--- src/rtl/iterative_shift_sequencer.sv ---
// iterative_shift_sequencer
// Multi-cycle 32-bit shifter for the ALU shift path. One reused coarse stage
// (4 bits) and one fine stage (1 bit) replace a full barrel shifter. Each
// clock in SHIFT applies one step until the latched amount is consumed.
//
// Handshake: start is sampled only in IDLE or DONE and is accepted on that
// rising edge. busy is high in every SHIFT cycle, and start is ignored while
// busy. done is a one-cycle pulse and is never high together with busy.
// result is valid while done is high and holds until the next done. Issuing
// start in a DONE cycle begins the next operation back-to-back.
module iterative_shift_sequencer (
  input  logic        clock,
  input  logic        reset_n,
  input  logic        start,
  input  logic [31:0] data_in,
  input  logic [4:0]  shamt,
  input  logic [1:0]  op,
  output logic        busy,
  output logic        done,
  output logic [31:0] result,
  output logic [1:0]  state_dbg
);

  localparam logic [1:0] S_IDLE  = 2'd0;
  localparam logic [1:0] S_SHIFT = 2'd1;
  localparam logic [1:0] S_DONE  = 2'd2;

  localparam logic [1:0] OP_SLL = 2'b00;
  localparam logic [1:0] OP_SRL = 2'b01;
  localparam logic [1:0] OP_SRA = 2'b10;
  localparam logic [1:0] OP_RSV = 2'b11;

  logic [1:0]  state;
  logic [31:0] work;
  logic [4:0]  remaining;
  logic [1:0]  op_q;

  logic        accept;
  logic        coarse;
  logic [31:0] shifted;
  logic [4:0]  rem_next;

  // Start is only honoured when no shift is in flight.
  assign accept = start && ((state == S_IDLE) || (state == S_DONE));

  // Coarse step while at least 4 bits remain, otherwise a 1-bit fine step.
  assign coarse   = (remaining >= 5'd4);
  assign rem_next = coarse ? (remaining - 5'd4) : (remaining - 5'd1);

  // One shift step of the working value; SRA fills from work[31], which
  // still carries the original sign after earlier steps.
  always_comb begin
    shifted = work;
    case (op_q)
      OP_SLL: shifted = coarse ? {work[27:0], 4'b0000} : {work[30:0], 1'b0};
      OP_SRL: shifted = coarse ? {4'b0000, work[31:4]} : {1'b0, work[31:1]};
      OP_SRA: shifted = coarse ? {{4{work[31]}}, work[31:4]} : {work[31], work[31:1]};
      default: shifted = work;
    endcase
  end

  // Control FSM plus operand, counter and result registers.
  always_ff @(posedge clock or negedge reset_n) begin
    if (!reset_n) begin
      state     <= S_IDLE;
      work      <= 32'd0;
      remaining <= 5'd0;
      op_q      <= OP_SLL;
      result    <= 32'd0;
    end else begin
      case (state)
        S_IDLE, S_DONE: begin
          if (accept) begin
            work      <= data_in;
            remaining <= shamt;
            op_q      <= op;
            if ((shamt != 5'd0) && (op != OP_RSV)) begin
              state <= S_SHIFT;
            end else begin
              // Nothing to shift: the operand is the answer.
              state  <= S_DONE;
              result <= data_in;
            end
          end else begin
            state <= S_IDLE;
          end
        end
        S_SHIFT: begin
          work      <= shifted;
          remaining <= rem_next;
          if (rem_next == 5'd0) begin
            state  <= S_DONE;
            result <= shifted;
          end
        end
        default: state <= S_IDLE;
      endcase
    end
  end

  // Status outputs are plain decodes of the registered state.
  assign busy      = (state == S_SHIFT);
  assign done      = (state == S_DONE);
  assign state_dbg = state;

endmodule

--- config.mk ---
export PLATFORM = sky130hd
export DESIGN_NAME = iterative_shift_sequencer
export DESIGN_NICKNAME = d
export VERILOG_FILES = /design/src/rtl/iterative_shift_sequencer.sv
export SDC_FILE = /design/constraint.sdc
export NUM_CORES = 1
export LEC_CHECK = 0
export BUFFER_PORTS_ARGS = -buffer_cell sky130_fd_sc_hd__buf_2
export CAP_MARGIN = 5
export CORE_ASPECT_RATIO = 1.2
export CORE_UTILIZATION = 51
export CTS_CLUSTER_DIAMETER = 50
export CTS_CLUSTER_SIZE = 14
export DETAILED_ROUTE_END_ITERATION = 8
export GPL_ROUTABILITY_DRIVEN = 0
export GPL_TIMING_DRIVEN = 1
export HOLD_SLACK_MARGIN = 0.15
export PLACE_DENSITY = 0.77
export SLEW_MARGIN = 20
export SYNTH_ARGS = -nofsm -noshare
export SYNTH_HDL_FRONTEND = slang
export SYNTH_SLANG_ARGS = --single-unit
--- constraint.sdc ---
create_clock -name clock -period 2.4 [get_ports clock]
set_input_delay 0.72 -clock clock [delete_from_list [all_inputs] [get_ports clock]]
set_output_delay 0.72 -clock clock [all_outputs]
set_load 0.02 [all_outputs]
Word level (Yosys, flattened, before mapping):

Cells that the tools add are included.

* bits in registers: 73
* bits of input ports: 42
* output and inout bits: 36
* word-level logic and storage cells: 45

* add/subtract/negate cells: 2
* order comparisons: 1
* eq/ne operators: 8
* muxes and demuxes: 17
* reductions and logical operators: 12

Operator list (number)
* two-way mux 32 bit: 5
* one-hot mux 32 bit (2 select lines): 2
* one-hot mux 32 bit (3 select lines): 1
* two-way mux 31 bit: 1
* two-way mux 30 bit: 1
* two-way mux 5 bit: 2
* one-hot mux 5 bit (2 select lines): 1
* two-way mux 2 bit: 3
* inequality test 2 bit (second input constant): 3
* greater-or-equal comparator 5 x 3 -> 1 bit (second input constant): 1
* zero test 5 bit: 1
* nonzero test 5 bit: 1
* subtractor 5 x 1 -> 5 bit (second input constant): 1
* subtractor 5 x 3 -> 5 bit (second input constant): 1
* equality test 2 x 1 -> 1 bit (second input constant): 2
* equality test 2 bit (second input constant): 2
* zero test 2 bit: 2
* one-hot mux 2 bit (2 select lines): 1
* AND reduction 2 bit: 2
* AND reduction 4 bit: 1
* logical AND 1 bit: 2
* inequality test 2 x 1 -> 1 bit (second input constant): 1
* nonzero test 2 bit: 1
* OR reduction 2 bit: 1
* logical OR 1 bit: 1

Longest topological paths before layout:

* depth after elaboration: 5
* mapped depth: 11
* depth with buffers taken out: 8

Least setup slack after synthesis:

Ideal clock, no wire load.

* path type: input-to-reg
* start: input port shamt[1]
* end: register result[19]
* library setup time: 128 ps
* arrival time: 2318 ps
* data required time: 2272 ps
* slack: -45 ps
* stages on the path: 8
* cells stage by stage: or4_1 > o21ai_1 > nand2_2 > and2_4 > buf_6 > inv_8 > buf_12 > mux2_1

* longest elaborated chain between the ends: 4

Ends and longest elaborated chain
* start: declaration: RTL line 16 `input logic [4:0] shamt,`
* nonzero test 5 bit: RTL line 77 `if ((shamt != 5'd0) && (op != OP_RSV)) begin`
* logical AND 1 bit: RTL line 77
* inequality test 2 bit (no source line)
* AND reduction 4 bit (no source line)
* end signal: assignment: RTL line 82 `result <= data_in;`
* end signal: assignment: RTL line 93 `result <= shifted;`
* end: declaration: RTL line 20 `output logic [31:0] result,`

No other way between the ends.
A chain may end at the register's enable or synchronous reset.

Final worst setup path:

* start: register remaining[2]
* end: register work[6]

* longest elaborated chain between the ends: 4
* elaborated cells on any way between the ends: 6

Ends and longest elaborated chain
* start: declaration: RTL line 35 `logic [4:0] remaining;`
* start signal: assignment: RTL line 75 `remaining <= shamt;`
* start signal: assignment: RTL line 90 `remaining <= rem_next;`
* greater-or-equal comparator 5 x 3 -> 1 bit (*): RTL line 47 `assign coarse = (remaining >= 5'd4);`
* two-way mux 30 bit, or another cell as far along: RTL line 57 `OP_SRA: shifted = coarse ? {{4{work[31]}}, work[31:4]} : {work[31], work[31:1]};`
* one-hot mux 32 bit (3 select lines) (*): RTL line 54 `case (op_q)`
* one-hot mux 32 bit (2 select lines) (*): RTL line 71 `case (state)`
* end signal: assignment: RTL line 74 `work <= data_in;`
* end signal: assignment: RTL line 89 `work <= shifted;`
* end: declaration: RTL line 34 `logic [31:0] work;`

Every way passes the cells marked *; elsewhere a longest branch is shown, timed or not.

==> impl_metrics.json <==
{
  "ir_worst_vdd_mv": 0.827,
  "p_leak_nw": 2.45,
  "grt_overflow": 0,
  "cp-start-kind": "flop",
  "worstSkewPairLatency_ns": 0.37,
  "reg2reg_depth": 7,
  "clock-root-buffer": "clkbuf_8",
  "grt_pass1_vias": 4169,
  "antenna_found_initial": 0,
  "ant_nets": 0,
  "port_buffers": 77,
  "crit_type": "reg2reg",
  "syn_nets": 522,
  "vias": 4345,
  "hold_buffers": 0,
  "multi_input_area_um2": 2420,
  "grt_usage_pct": 30.1,
  "ys_seq_elements": 73,
  "grt_max_degree": 74,
  "netlist-cell-type-count": 63,
  "initial_core_util_pct": 52.4,
  "slew_headroom_pct": 34.7,
  "ios": 78,
  "synth.largest_area_cell": "dfrtp_1",
  "numCtsBuffers": 9,
  "synth_area_leaders": "dfrtp_1 (41%), nand2_1 (7.4%), mux2_2 (5.3%)",
  "cp.required_ns": 2.65,
  "synthArstFlopShare_pct": 100,
  "netlist_instances": 476,
  "fmax_mhz": 423,
  "fill_cells": 720,
  "via_per_inst": 6.30,
  "drc": 0,
  "syn_area_per_cell_um2": 9.38,
  "drt_iter0_markers": 454,
  "clock_sinks": 73,
  "cp-end-kind": "flop",
  "num_rows": 37,
  "min_period_over_period_pct": 98.5,
  "status": "finished, final reports clean",
  "yosysSeqAreaShare_pct": 40.9,
  "whs_ns": 0.356,
  "synth_ff_type": "dfrtp_1",
  "cts_tree": "yes",
  "synth-edff-count": 0,
  "r2r-start": "remaining[2]$_DFFE_PN0P_",
  "fin_skew_ns": 0.0103,
  "syn_area_um2": 4460,
  "fin_ws_ns": 0.0359,
  "tightestPinTransition_ns": 0.976,
  "chipWidth_um": 87.4,
  "finalCriticalPeriod_ns": 2.36,
  "path_max_fanout": 5,
  "wl_per_cell_um": 19.0,
  "clk_path_buf_depth": 2,
  "place_ws_ns": -0.0257,
  "r2r-end": "work[6]$_DFFE_PN0P_",
  "cap_violations": 0,
  "grt_pass1_wl_mm": 20.8,
  "htreeDepth": 3,
  "synth_top_area_share_pct": 40.9,
  "synthToLayoutAreaGrowth_pct": 21.6,
  "ys_top_cells_by_count": "nand2_1 (88), dfrtp_1 (73), a21oi_1 (35)",
  "dpl.hpwl_mm": 9.25,
  "setup_viol": 0,
  "hold_class": "in2async",
  "p_total_w": 0.00972,
  "critPathArrivalTime_ns": 2.61,
  "rrSetupSlack_ns": 0.04,
  "wl_mm": 13.1,
  "n_antenna_cell": 0,
  "dieArea_um2": 9130,
  "slew_viol_final": 0,
  "drt_pass1_iterations": 5,
  "synth.most_common_cell": "nand2_1",
  "register_area_um2": 1830,
  "die_height_um": 104,
  "coreArea_um2": 8520,
  "drive_gt1_share_pct": 31.9,
  "ys.warnings.count": 0,
  "finalHoldViolations": 0,
  "powerDensity_nw_per_um2": 1790,
  "nNetsFinal": 614,
  "clk_pin_slew_worst_paths_ns": 0.08
}
state kept, by name (all words and copies together), names as in the netlist:
name,flops
op_q,2
work,32
result,32
remaining,5
state_dbg,2
what timing repair did:
item,CTS,global route
pin swaps,1,3
cloned,0,1
endpoints found under the setup margin,2,29
resized for setup,2,14
setup buffers,0,2
layer usage:
metal	vias up	wire length (um)	global-route usage [%]
met2	269	6200	45.7
met5	-	0	0
met1	2068	5220	39.0
met4	0	646	17.9
li1	1951	-	-
met3	57	1060	6.35
stage by stage:
| stage | TNS (ns) | cells | instance area [um^2] | utilization, % |
|---|---|---|---|---|
| 3_3_place_gp | -0.113 | 671 | 5080 | 59.6 |
| 4_1_cts | 0 | 687 | 5360 | 62.9 |
| 6_report | 0 | 690 | 5430 | 63.7 |
| 2_1_floorplan | -0.172 | 476 | 4470 | - |
| 3_5_place_dp | -0.187 | 671 | 5080 | 59.6 |
| 5_1_grt | -0.0444 | 690 | 5430 | 63.7 |
cells in the final DEF, fill, tap and decap left out, types with 9 or more instances in the layout:
cell	instances
clkbuf_8	11
buf_4	33
a21oi_1	35
nand2_1	88
o22ai_1	9
mux2_4	11
buf_2	78
nor2_1	20
mux2_2	21
dfrtp_1	72
nand3_1	11
o21ai_0	28
a22oi_1	11
o221ai_1	9
mux2i_1	9
power by group:
group / total [W] / internal [W] / switching [W] / leakage [nW]
combinational: 0.00585 / 0.00251 / 0.00334 / 1.44
sequential: 0.00255 / 0.00188 / 0.000668 / 0.879
clock: 0.00132 / 0.000851 / 0.000469 / 0.140
total: 0.00972 / 0.00525 / 0.00448 / 2.45
kinds of logic (layout without fill, tap and decap cells):
family	Yosys count	count (layout)	synth area share [%]
AOI/OAI and AO/OA	157	157	24.7
and+or+nand+nor	151	151	15.0
DFF	73	73	40.9
muxes	45	45	12.0
buffers and inverters	44	141	5.83
adders and majority gates	4	4	1.12
xor gates and xnor gates	2	2	0.392
how the worst max path moves through the flow:
stage / startpoint / endpoint / slack [ns] / cells past startpoint
3_3_place_gp: shamt[1] / result[2]$_DFFE_PN0P_ / -0.02 / 7
2_1_floorplan: shamt[1] / result[19]$_DFFE_PN0P_ / -0.01 / 8
4_1_cts: remaining[2]$_DFFE_PN0P_ / work[6]$_DFFE_PN0P_ / 0.007 / 7
3_5_place_dp: shamt[1] / result[27]$_DFFE_PN0P_ / -0.03 / 7
6_report: remaining[2]$_DFFE_PN0P_ / work[6]$_DFFE_PN0P_ / 0.04 / 7
5_1_grt: remaining[0]$_DFFE_PN0P_ / result[7]$_DFFE_PN0P_ / -0.01 / 8
area by class of cell:
| class | instances | share of cell area [%] |
|---|---|---|
| Clock buffer | 11 | 2.79 |
| Clock inverter | 5 | 2.31 |
| Inverter | 10 | 0.922 |
| Multi-Input combinational cell | 359 | 44.5 |
| Sequential cell | 73 | 33.7 |
| Tap cell | 117 | 2.70 |
| Timing Repair Buffer | 115 | 13.1 |
critical path: stages, from the launching register on:
cell and delay, ns:
dfrtp_2 0.45, ha_2 0.23, a2111o_1 0.51, buf_6 0.20, nand2_1 0.07, a21oi_1 0.08, or3_4 0.42, mux2_2 0.28
Power figures use the tool's default switching activity.
